**src/rtl/soc_wb_pkg.sv**
```systemverilog
// Shared Wishbone cycle/burst type codes and the bridge FSM state type.
package soc_wb_pkg;

  localparam logic [2:0] CTI_CLASSIC = 3'b000;
  localparam logic [2:0] CTI_INCR    = 3'b010;
  localparam logic [2:0] CTI_EOB     = 3'b111;

  localparam logic [1:0] BTE_LINEAR  = 2'b00;
  localparam logic [1:0] BTE_WRAP4   = 2'b01;
  localparam logic [1:0] BTE_WRAP8   = 2'b10;
  localparam logic [1:0] BTE_WRAP16  = 2'b11;

  typedef enum logic [1:0] {
    ST_IDLE,
    ST_SINGLE,
    ST_BURST
  } wb_state_e;

endpackage

```
**src/rtl/soc_wb_burst_adr_gen.sv**
```systemverilog
// Next word address of an incrementing Wishbone burst: linear, or wrapping
// within an aligned 4/8/16-word window.
module soc_wb_burst_adr_gen
  import soc_wb_pkg::*;
#(
  parameter int WORD_AW = 30
) (
  input  logic [WORD_AW-1:0] cur_adr_i,
  input  logic [1:0]         bte_i,
  output logic [WORD_AW-1:0] next_adr_o
);

  logic [WORD_AW-1:0] incAdr;
  logic [WORD_AW-1:0] wrapMask;

  // Bits under wrapMask take the incremented value; the rest stay put, so a
  // wrap burst never leaves its aligned window and a linear one rolls over.
  always_comb begin
    incAdr = cur_adr_i + WORD_AW'(1);
    case (bte_i)
      BTE_WRAP4:  wrapMask = WORD_AW'(3);
      BTE_WRAP8:  wrapMask = WORD_AW'(7);
      BTE_WRAP16: wrapMask = WORD_AW'(15);
      default:    wrapMask = '1;
    endcase
    next_adr_o = (cur_adr_i & ~wrapMask) | (incAdr & wrapMask);
  end

endmodule

```
**src/rtl/soc_wb2sram_sp.sv**
```systemverilog
// Wishbone B3 slave bridging classic and incrementing-burst cycles onto a
// single-port SRAM with one cycle of read latency.
module soc_wb2sram_sp
  import soc_wb_pkg::*;
#(
  parameter  int AW            = 32,
  parameter  int DW            = 32,
  parameter  int MEM_SIZE_BYTE = 'h8000,
  localparam int SW            = DW / 8,
  localparam int WORD_AW       = AW - (SW >> 1)
) (
  input  logic               clk,
  input  logic               rst,
  input  logic [AW-1:0]      wb_adr_i,
  input  logic [DW-1:0]      wb_dat_i,
  input  logic [SW-1:0]      wb_sel_i,
  input  logic               wb_we_i,
  input  logic               wb_cyc_i,
  input  logic               wb_stb_i,
  input  logic [2:0]         wb_cti_i,
  input  logic [1:0]         wb_bte_i,
  output logic [DW-1:0]      wb_dat_o,
  output logic               wb_ack_o,
  output logic               wb_err_o,
  output logic               sram_ce,
  output logic               sram_we,
  output logic               sram_oe,
  output logic [WORD_AW-1:0] sram_waddr,
  output logic [DW-1:0]      sram_din,
  output logic [SW-1:0]      sram_sel,
  input  logic [DW-1:0]      sram_dout
);

  localparam int               ADR_LSB   = $clog2(SW);
  localparam logic [WORD_AW:0] MEM_WORDS = (WORD_AW+1)'(MEM_SIZE_BYTE / SW);

  wb_state_e          state_q, state_d;
  logic [WORD_AW-1:0] curAdr_q, curAdr_d;
  logic [WORD_AW-1:0] nextAdr, wordAdr, sramAdr;
  logic               curOutOfRange, ackRaw, errRaw;

  assign wordAdr       = WORD_AW'(wb_adr_i >> ADR_LSB);
  assign curOutOfRange = {1'b0, curAdr_q} >= MEM_WORDS;

  soc_wb_burst_adr_gen #(.WORD_AW(WORD_AW)) u_adr_gen (
    .cur_adr_i  (curAdr_q),
    .bte_i      (wb_bte_i),
    .next_adr_o (nextAdr)
  );

  always_ff @(posedge clk) begin
    if (rst) begin
      state_q  <= ST_IDLE;
      curAdr_q <= '0;
    end else begin
      state_q  <= state_d;
      curAdr_q <= curAdr_d;
    end
  end

  // Burst reads present the following word during each beat so the SRAM's
  // one-cycle latency lines up with the next strobe; writes use the current one.
  always_comb begin
    state_d  = state_q;
    curAdr_d = curAdr_q;
    sramAdr  = curAdr_q;
    ackRaw   = 1'b0;
    errRaw   = 1'b0;
    case (state_q)
      ST_IDLE: begin
        sramAdr = wordAdr;
        if (wb_cyc_i && wb_stb_i) begin
          curAdr_d = wordAdr;
          state_d  = (wb_cti_i == CTI_INCR) ? ST_BURST : ST_SINGLE;
        end
      end
      ST_SINGLE: begin
        if (wb_cyc_i && wb_stb_i) begin
          errRaw  = curOutOfRange;
          ackRaw  = ~curOutOfRange;
          state_d = ST_IDLE;
        end
      end
      ST_BURST: begin
        if (wb_cyc_i && wb_stb_i) begin
          errRaw   = curOutOfRange;
          ackRaw   = ~curOutOfRange;
          curAdr_d = nextAdr;
          if (!wb_we_i) sramAdr = nextAdr;
          if (wb_cti_i != CTI_INCR || curOutOfRange) state_d = ST_IDLE;
        end
      end
      default: state_d = ST_IDLE;
    endcase
    if (!wb_cyc_i) state_d = ST_IDLE;
  end

  assign wb_ack_o   = ackRaw & ~rst;
  assign wb_err_o   = errRaw & ~rst;
  assign wb_dat_o   = wb_ack_o ? sram_dout : '0;
  assign sram_ce    = ~rst & wb_cyc_i & (wb_stb_i | (state_q == ST_BURST));
  assign sram_we    = wb_ack_o & wb_we_i;
  assign sram_oe    = sram_ce & ~sram_we;
  assign sram_waddr = sramAdr;
  assign sram_din   = wb_dat_i;
  assign sram_sel   = wb_sel_i;

endmodule

```
**config.mk**
```make
export PLATFORM = sky130hd
export DESIGN_NAME = soc_wb2sram_sp
export DESIGN_NICKNAME = d
export VERILOG_FILES = /design/src/rtl/soc_wb_pkg.sv /design/src/rtl/soc_wb_burst_adr_gen.sv /design/src/rtl/soc_wb2sram_sp.sv
export SDC_FILE = /design/constraint.sdc
export NUM_CORES = 1
export LEC_CHECK = 0
export ABC_AREA = 1
export CORE_ASPECT_RATIO = 0.9
export CORE_MARGIN = 2
export CORE_UTILIZATION = 39
export DETAILED_ROUTE_END_ITERATION = 8
export PLACE_DENSITY = 0.87
export SYNTH_ARGS = -nofsm -noshare
export SYNTH_HDL_FRONTEND = slang
export SYNTH_SLANG_ARGS = --single-unit
```
**constraint.sdc**
```tcl
create_clock -name clk -period 2.1 [get_ports clk]
set_input_delay 0.42 -clock clk [delete_from_list [all_inputs] [get_ports clk]]
set_output_delay 0.42 -clock clk [all_outputs]
set_load 0.005 [all_outputs]
```
== Yosys cells after proc, flatten, opt, wreduce, memory -nomap -nowiden ==
Index checks and enable logic that the tools add are counted.

* Output and inout port bits: 103
* Logic and storage cells: 56
* Input bits: 110
* Register bits after elaboration: 32

* Magnitude comparators: 1
* Muxes and demuxes: 18
* Bitwise logic cells: 15
* Eq/ne operators: 11
* Add/sub/neg operators: 1
* Reduce and logical (&&, ||, !) cells: 8

{| class="wikitable"
|+ Operator list
! cell !! count
|-
| two-way mux 30 bit || 4
|-
| one-hot mux 30 bit (2 select lines) || 2
|-
| one-hot mux 30 bit (3 select lines) || 1
|-
| AND 30 bit || 2
|-
| two-way mux 32 bit || 1
|-
| adder 30 x 1 -> 30 bit (second input constant) || 1
|-
| >= comparator 30 x 14 -> 1 bit (second input constant) || 1
|-
| inverter 30 bit || 1
|-
| OR 30 bit || 1
|-
| two-way mux 2 bit || 5
|-
| inequality test 2 bit (second input constant) || 4
|-
| AND 1 bit || 6
|-
| == test 2 bit (second input constant) || 3
|-
| one-hot mux 2 bit (3 select lines) || 1
|-
| == test 2 x 1 -> 1 bit (second input constant) || 2
|-
| two-way mux 1 bit || 4
|-
| inverter 1 bit || 4
|-
| AND reduction 4 bit || 1
|-
| OR reduction 2 bit || 2
|-
| == test 3 x 2 -> 1 bit (second input constant) || 1
|-
| inequality test 3 x 2 -> 1 bit (second input constant) || 1
|-
| AND reduction 3 bit || 1
|-
| zero test 2 bit || 1
|-
| nonzero test 2 bit || 1
|-
| 3 further kinds || 3
|}

== Longest topological paths before layout ==
* Word-level depth: 8
* Mapped depth: 11

== Cells and area by module ==
A second synthesis with hierarchy kept.

* Cell total of the unflattened synthesis: 687
* Area total of the unflattened synthesis: 3,975.1 µm²

{| class="wikitable"
|+ By module, submodules not included
! module !! cells an instance !! area an instance (µm²) !! instances
|-
| soc_wb2sram_sp || 495 || 2,996.6 || 1
|-
| soc_wb_burst_adr_gen || 192 || 978.4 || 1
|}

== Least setup slack after synthesis ==
Ideal clock, no wire load.

* Kind: input to output
* Start point: in wb_bte_i[1]
* End point: out sram_waddr[16]
* Data arrival time: 1.449 ns
* Cell stages on the path: 9
* Setup slack: 0.231 ns
* Buffers on the path: 0
* Required time: 1.680 ns
* Path through: inv_1 -> ha_1 -> nand2_1 -> nor2_2 -> nand2_2 -> nor2_4 -> xor2_1 -> nand2_1 -> o21bai_1

* Cells in the longest elaborated chain, start to end: 8

{| class="wikitable"
|+ Ends and longest elaborated chain
! element !! line !! source
|-
| from (decl) || soc_wb2sram_sp.sv:21 || <nowiki>input logic [1:0] wb_bte_i,</nowiki>
|-
| == test 2 bit or == test 2 x 1 -> 1 bit (tied branches) || soc_wb_burst_adr_gen.sv:20 || <nowiki>case (bte_i)</nowiki>
|-
| one-hot mux 30 bit (3 select lines) * || soc_wb_burst_adr_gen.sv:20 ||
|-
| inverter 30 bit || soc_wb_burst_adr_gen.sv:26 || <nowiki>next_adr_o = (cur_adr_i & ~wrapMask) | (incAdr & wrapMask);</nowiki>
|-
| AND 30 bit || soc_wb_burst_adr_gen.sv:26 ||
|-
| OR 30 bit * || soc_wb_burst_adr_gen.sv:26 ||
|-
| two-way mux 30 bit * || soc_wb2sram_sp.sv:89 || <nowiki>if (!wb_we_i) sramAdr = nextAdr;</nowiki>
|-
| two-way mux 30 bit * || soc_wb2sram_sp.sv:85 || <nowiki>if (wb_cyc_i && wb_stb_i) begin</nowiki>
|-
| one-hot mux 30 bit (2 select lines) * || soc_wb2sram_sp.sv:69 || <nowiki>case (state_q)</nowiki>
|-
| to (decl) || soc_wb2sram_sp.sv:28 || <nowiki>output logic [WORD_AW-1:0] sram_waddr,</nowiki>
|}

Mark *: on every way between the ends. The rest lies on a longest branch, timed or not.

== Worst setup path after layout ==
* Start point: reg curAdr_q[18]
* End point: out wb_dat_o[24]

* Cells in the longest elaborated chain, start to end: 6

{| class="wikitable"
|+ Ends and longest elaborated chain
! element !! line !! source
|-
| from (decl) || soc_wb2sram_sp.sv:38 || <nowiki>logic [WORD_AW-1:0] curAdr_q, curAdr_d;</nowiki>
|-
| from (signal assigned) || soc_wb2sram_sp.sv:57 || <nowiki>curAdr_q <= curAdr_d;</nowiki>
|-
| >= comparator 30 x 14 -> 1 bit || soc_wb2sram_sp.sv:43 || <nowiki>assign curOutOfRange = {1'b0, curAdr_q} >= MEM_WORDS;</nowiki>
|-
| inverter 1 bit || soc_wb2sram_sp.sv:80, soc_wb2sram_sp.sv:87 ||
|-
| two-way mux 1 bit || soc_wb2sram_sp.sv:78, soc_wb2sram_sp.sv:85 ||
|-
| two-way mux 1 bit || -- ||
|-
| AND 1 bit || soc_wb2sram_sp.sv:98 || <nowiki>assign wb_ack_o = ackRaw & ~rst;</nowiki>
|-
| two-way mux 32 bit || soc_wb2sram_sp.sv:100 || <nowiki>assign wb_dat_o = wb_ack_o ? sram_dout : '0;</nowiki>
|-
| to (decl) || soc_wb2sram_sp.sv:22 || <nowiki>output logic [DW-1:0] wb_dat_o,</nowiki>
|}

No other way between the ends.

==> run_results.csv <==
group,metric,value,unit
worst_hold_path,worstHoldStart,"curAdr_q[5]",
detailed_routing,vias,5783,
status,violations,"negative setup slack",
logic_synthesis,seq_area_frac_synth,0.178,
place,port-buffer-count,138,
pwr,p_switching,0.944,mW
pwr,swShare,0.382,
sta,fmax,406,MHz
critical_path,worstSetupStartpoint,"curAdr_q[18]",
die,coreArea,9040,um2
global_route,grt_pass1_vias,5410,
clock_network,clk_latency,0.31,ns
critical_path,arrival,2.04,ns
final_layout,fin_cells,1007,
sta,setup_slack,-0.362,ns
die,die_area,10000,um2
detailed_routing,drt_iter0_drc,720,
clock_network,ctsRootBufferMaster,"clkbuf_8",
pwr,p_int,1.53,mW
critical_path,timing.rr.start,"curAdr_q[1]",
clock_network,cts_tree,"built",
die,io-pin-count,213,
detailed_routing,wl,20200,um
critical_path,timing.reg2reg.setup_slack,-0.34,ns
pwr,leakage,3.28,nW
clock_network,numCtsBuffers,5,
final_layout,syn2layout_area_growth,96.8,%
global_route,antenna_found_initial,0,
worst_hold_path,hp-class,"reg2reg",
logic_synthesis,async_reset_ff_frac,0,
final_layout,antenna_cells,0,
logic_synthesis,yosysUniqueCellTypes,34,
logic_synthesis,ys_ff_latch,32,
sta,period_minus_slack,2.46,ns
worst_hold_path,whs_path_depth,2,
sta,maxSlewViolCount,0,
critical_path,reg2reg_depth,19,
critical_path,path_max_fanout,5,
clock_network,clkTransAtPathRegs,0.10,ns
die,die-width,105,um
job,maxCapViolCount,0,
status,status,"finished with violations",
sta,min_period_over_period,1.17,
sta,setup_viol_count_final,66,
pwr,seq_power_share,0.283,
logic_synthesis,syn_avg_cell_area,5.69,um2
die,start_util,0.398,
pwr,p_per_area,350,nW/um2
detailed_routing,ant_nets,0,
critical_path,critPathKind,"reg2out",
clock_network,cts.htree.levels,2,
critical_path,end_kind,"output port",
logic_synthesis,synth_nets,749,
sta,final.setup_skew,0.0201,ns
place,routabilityCongestion,0.926,
global_route,grt_max_degree,40,
detailed_routing,drtPass1Iterations,5,
place,placed_area,5450,um2
global_route,grt_use_total,0.321,
global_route,overflow,0,
logic_synthesis,synth_edf_count,0,
final_layout,final.fill_count,532,
sta,hold_ws,0.520,ns
logic_synthesis,ys.flop_type,"dfxtp_1",
logic_synthesis,synthTopCellsByCount,"156 x nand2_1, 103 x inv_1, 71 x nor2_1",
logic_synthesis,syn_area,3590,um2
place,place_inst,915,
detailed_routing,drt-wirelength-per-cell,20.1,um
logic_synthesis,yosysTopAreaCell,"dfxtp_1",
logic_synthesis,yosysMostFrequentCell,"nand2_1",
global_route,grt_pass1_wl,25800,um
critical_path,crit_required,1.68,ns
pwr,power_frac_comb,0.489,
sta,maxSlewHeadroom,0.635,
pwr,clkPwrFrac,0.228,
logic_synthesis,synthCells,632,
detailed_routing,remaining_drc_errors,0,
pwr,total_power,2.47,mW
logic_synthesis,ys_warn_count,0,
sta,rsz0062_at_grt,"yes",
logic_synthesis,netlist_top_cells_area,"dfxtp_1 18%, nand2_1 16%, inv_1 11%",
die,num_rows,33,
logic_synthesis,synth_largest_type_area_fraction,0.178,
final_layout,postLayoutCellArea,7070,um2
die,die_y,95.1,um
final_layout,fin_nets,1001,
clock_network,clock_path_buffers,2,
pwr,peakVddDrop,0.245,mV
critical_path,cp-start-kind,"flop",
worst_hold_path,min_to,"curAdr_q[5]",
critical_path,r2r_end,"curAdr_q[27]",
sta,worst_pin_slew,0.546,ns
final_layout,drive_gt1_frac,0.495,
place,hpwl,10000,um
sta,hold_violations,0,
clock_network,clock-sinks,32,
detailed_routing,routed_via_density,5.74,
==> through the flow <==
step | setup slack (ns) | utilization | TNS (ns)
floorplan | 0.231 | - | 0
global placement | -0.840 | 0.603 | -39.03
detailed placement | -0.878 | 0.603 | -41.27
CTS | -0.469 | 0.708 | -14.62
global route | -0.425 | 0.782 | -17.55
finish | -0.362 | 0.782 | -14.56
==> power groups by stage <==
| stage | logic, mW | registers [mW] | clock network, mW |
|---|---|---|---|
| 2_1_floorplan | 0.399 | 0.698 | 0 |
| 3_3_place_gp | 0.859 | 0.690 | 0 |
| 3_5_place_dp | 0.867 | 0.692 | 0 |
| 4_1_cts | 1.04 | 0.685 | 0.527 |
| 5_1_grt | 1.26 | 0.702 | 0.572 |
| 6_report | 1.21 | 0.700 | 0.564 |
==> final cells by class <==
type / count / area, um2 / area share
clock buffers: 7 / 86.3 / 0.0122
clock inverters: 1 / 7.51 / 0.00106
inverters: 104 / 400 / 0.0566
multi-input cells: 434 / 3020 / 0.427
flip-flops and latches: 32 / 684 / 0.0968
well taps: 122 / 153 / 0.0216
repair buffers: 307 / 2720 / 0.384
==> layer usage <==
layer,track usage,up-vias,routed length (um)
met5,0,-,0
met1,0.348,2626,6800
met4,0.200,0,1400
li1,-,2480,-
met2,0.576,533,9920
met3,0.0677,144,2080
==> cell usage in the layout (no fill, tap or decap), types with 5 or more instances in the layout <==
cell type,synthesis,final
nor2_1,71,24
buf_2,11,58
dfxtp_1,32,11
inv_2,1,14
xor2_2,0,6
inv_1,103,87
buf_6,0,43
o221ai_1,21,6
o21ai_0,30,16
nand2_4,0,10
o221ai_2,0,15
nand2_2,1,27
clkbuf_2,0,5
clkbuf_8,0,6
nand3_1,37,28
dfxtp_4,0,7
dfxtp_2,0,14
nor2_4,7,45
o21ai_1,2,11
nand3_2,0,6
clkdlybuf4s50_1,0,65
buf_4,36,114
a21oi_2,0,6
nand2_1,156,120
buf_12,0,10
nor2_2,7,16
a21oi_1,57,51
==> state kept, by name, summed over array words and instances, names as in the netlist <==
signal and count:
curAdr_q 30, state_q 2
==> how the worst max path moves through the flow <==
| stage | to | cells after the start |
|---|---|---|
| finish | wb_dat_o[24] | 11 |
| global route | sram_waddr[27] | 10 |
| CTS | wb_dat_o[20] | 9 |
| detailed placement | sram_waddr[16] | 11 |
| global placement | sram_waddr[27] | 12 |
| floorplan | sram_waddr[16] | 9 |
==> worst max-delay path, cell delays in order, from the launching register on <==
cell and delay (ns):
dfxtp_2 0.35, inv_2 0.09, nand3_1 0.09, nor2_1 0.13, nand2_1 0.10, nor2_4 0.16
nand4_4 0.16, buf_12 0.18, buf_6 0.11, buf_6 0.11, nor2_1 0.10, buf_2 0.14
==> cells by family after synthesis <==
| kind of cell | share of synthesized area |
|---|---|
| AO/OA/AOI/OAI | 0.203 |
| XOR/XNOR | 0.0244 |
| adder cells (fa/ha/maj) | 0.0244 |
| buffers and inverters | 0.215 |
| flip-flops | 0.178 |
| AND/OR/NAND/NOR | 0.355 |
==> repair_timing <==
action | 4_1_cts | 5_1_grt
endpoints found under the setup margin | 67 | 95
resized for setup | 355 | 233
hold buffers | 0 | 0
cloned | 3 | 4
setup buffers | 58 | 34
pin swaps | 51 | 63
Note: power is estimated with default switching activity, not from simulation.
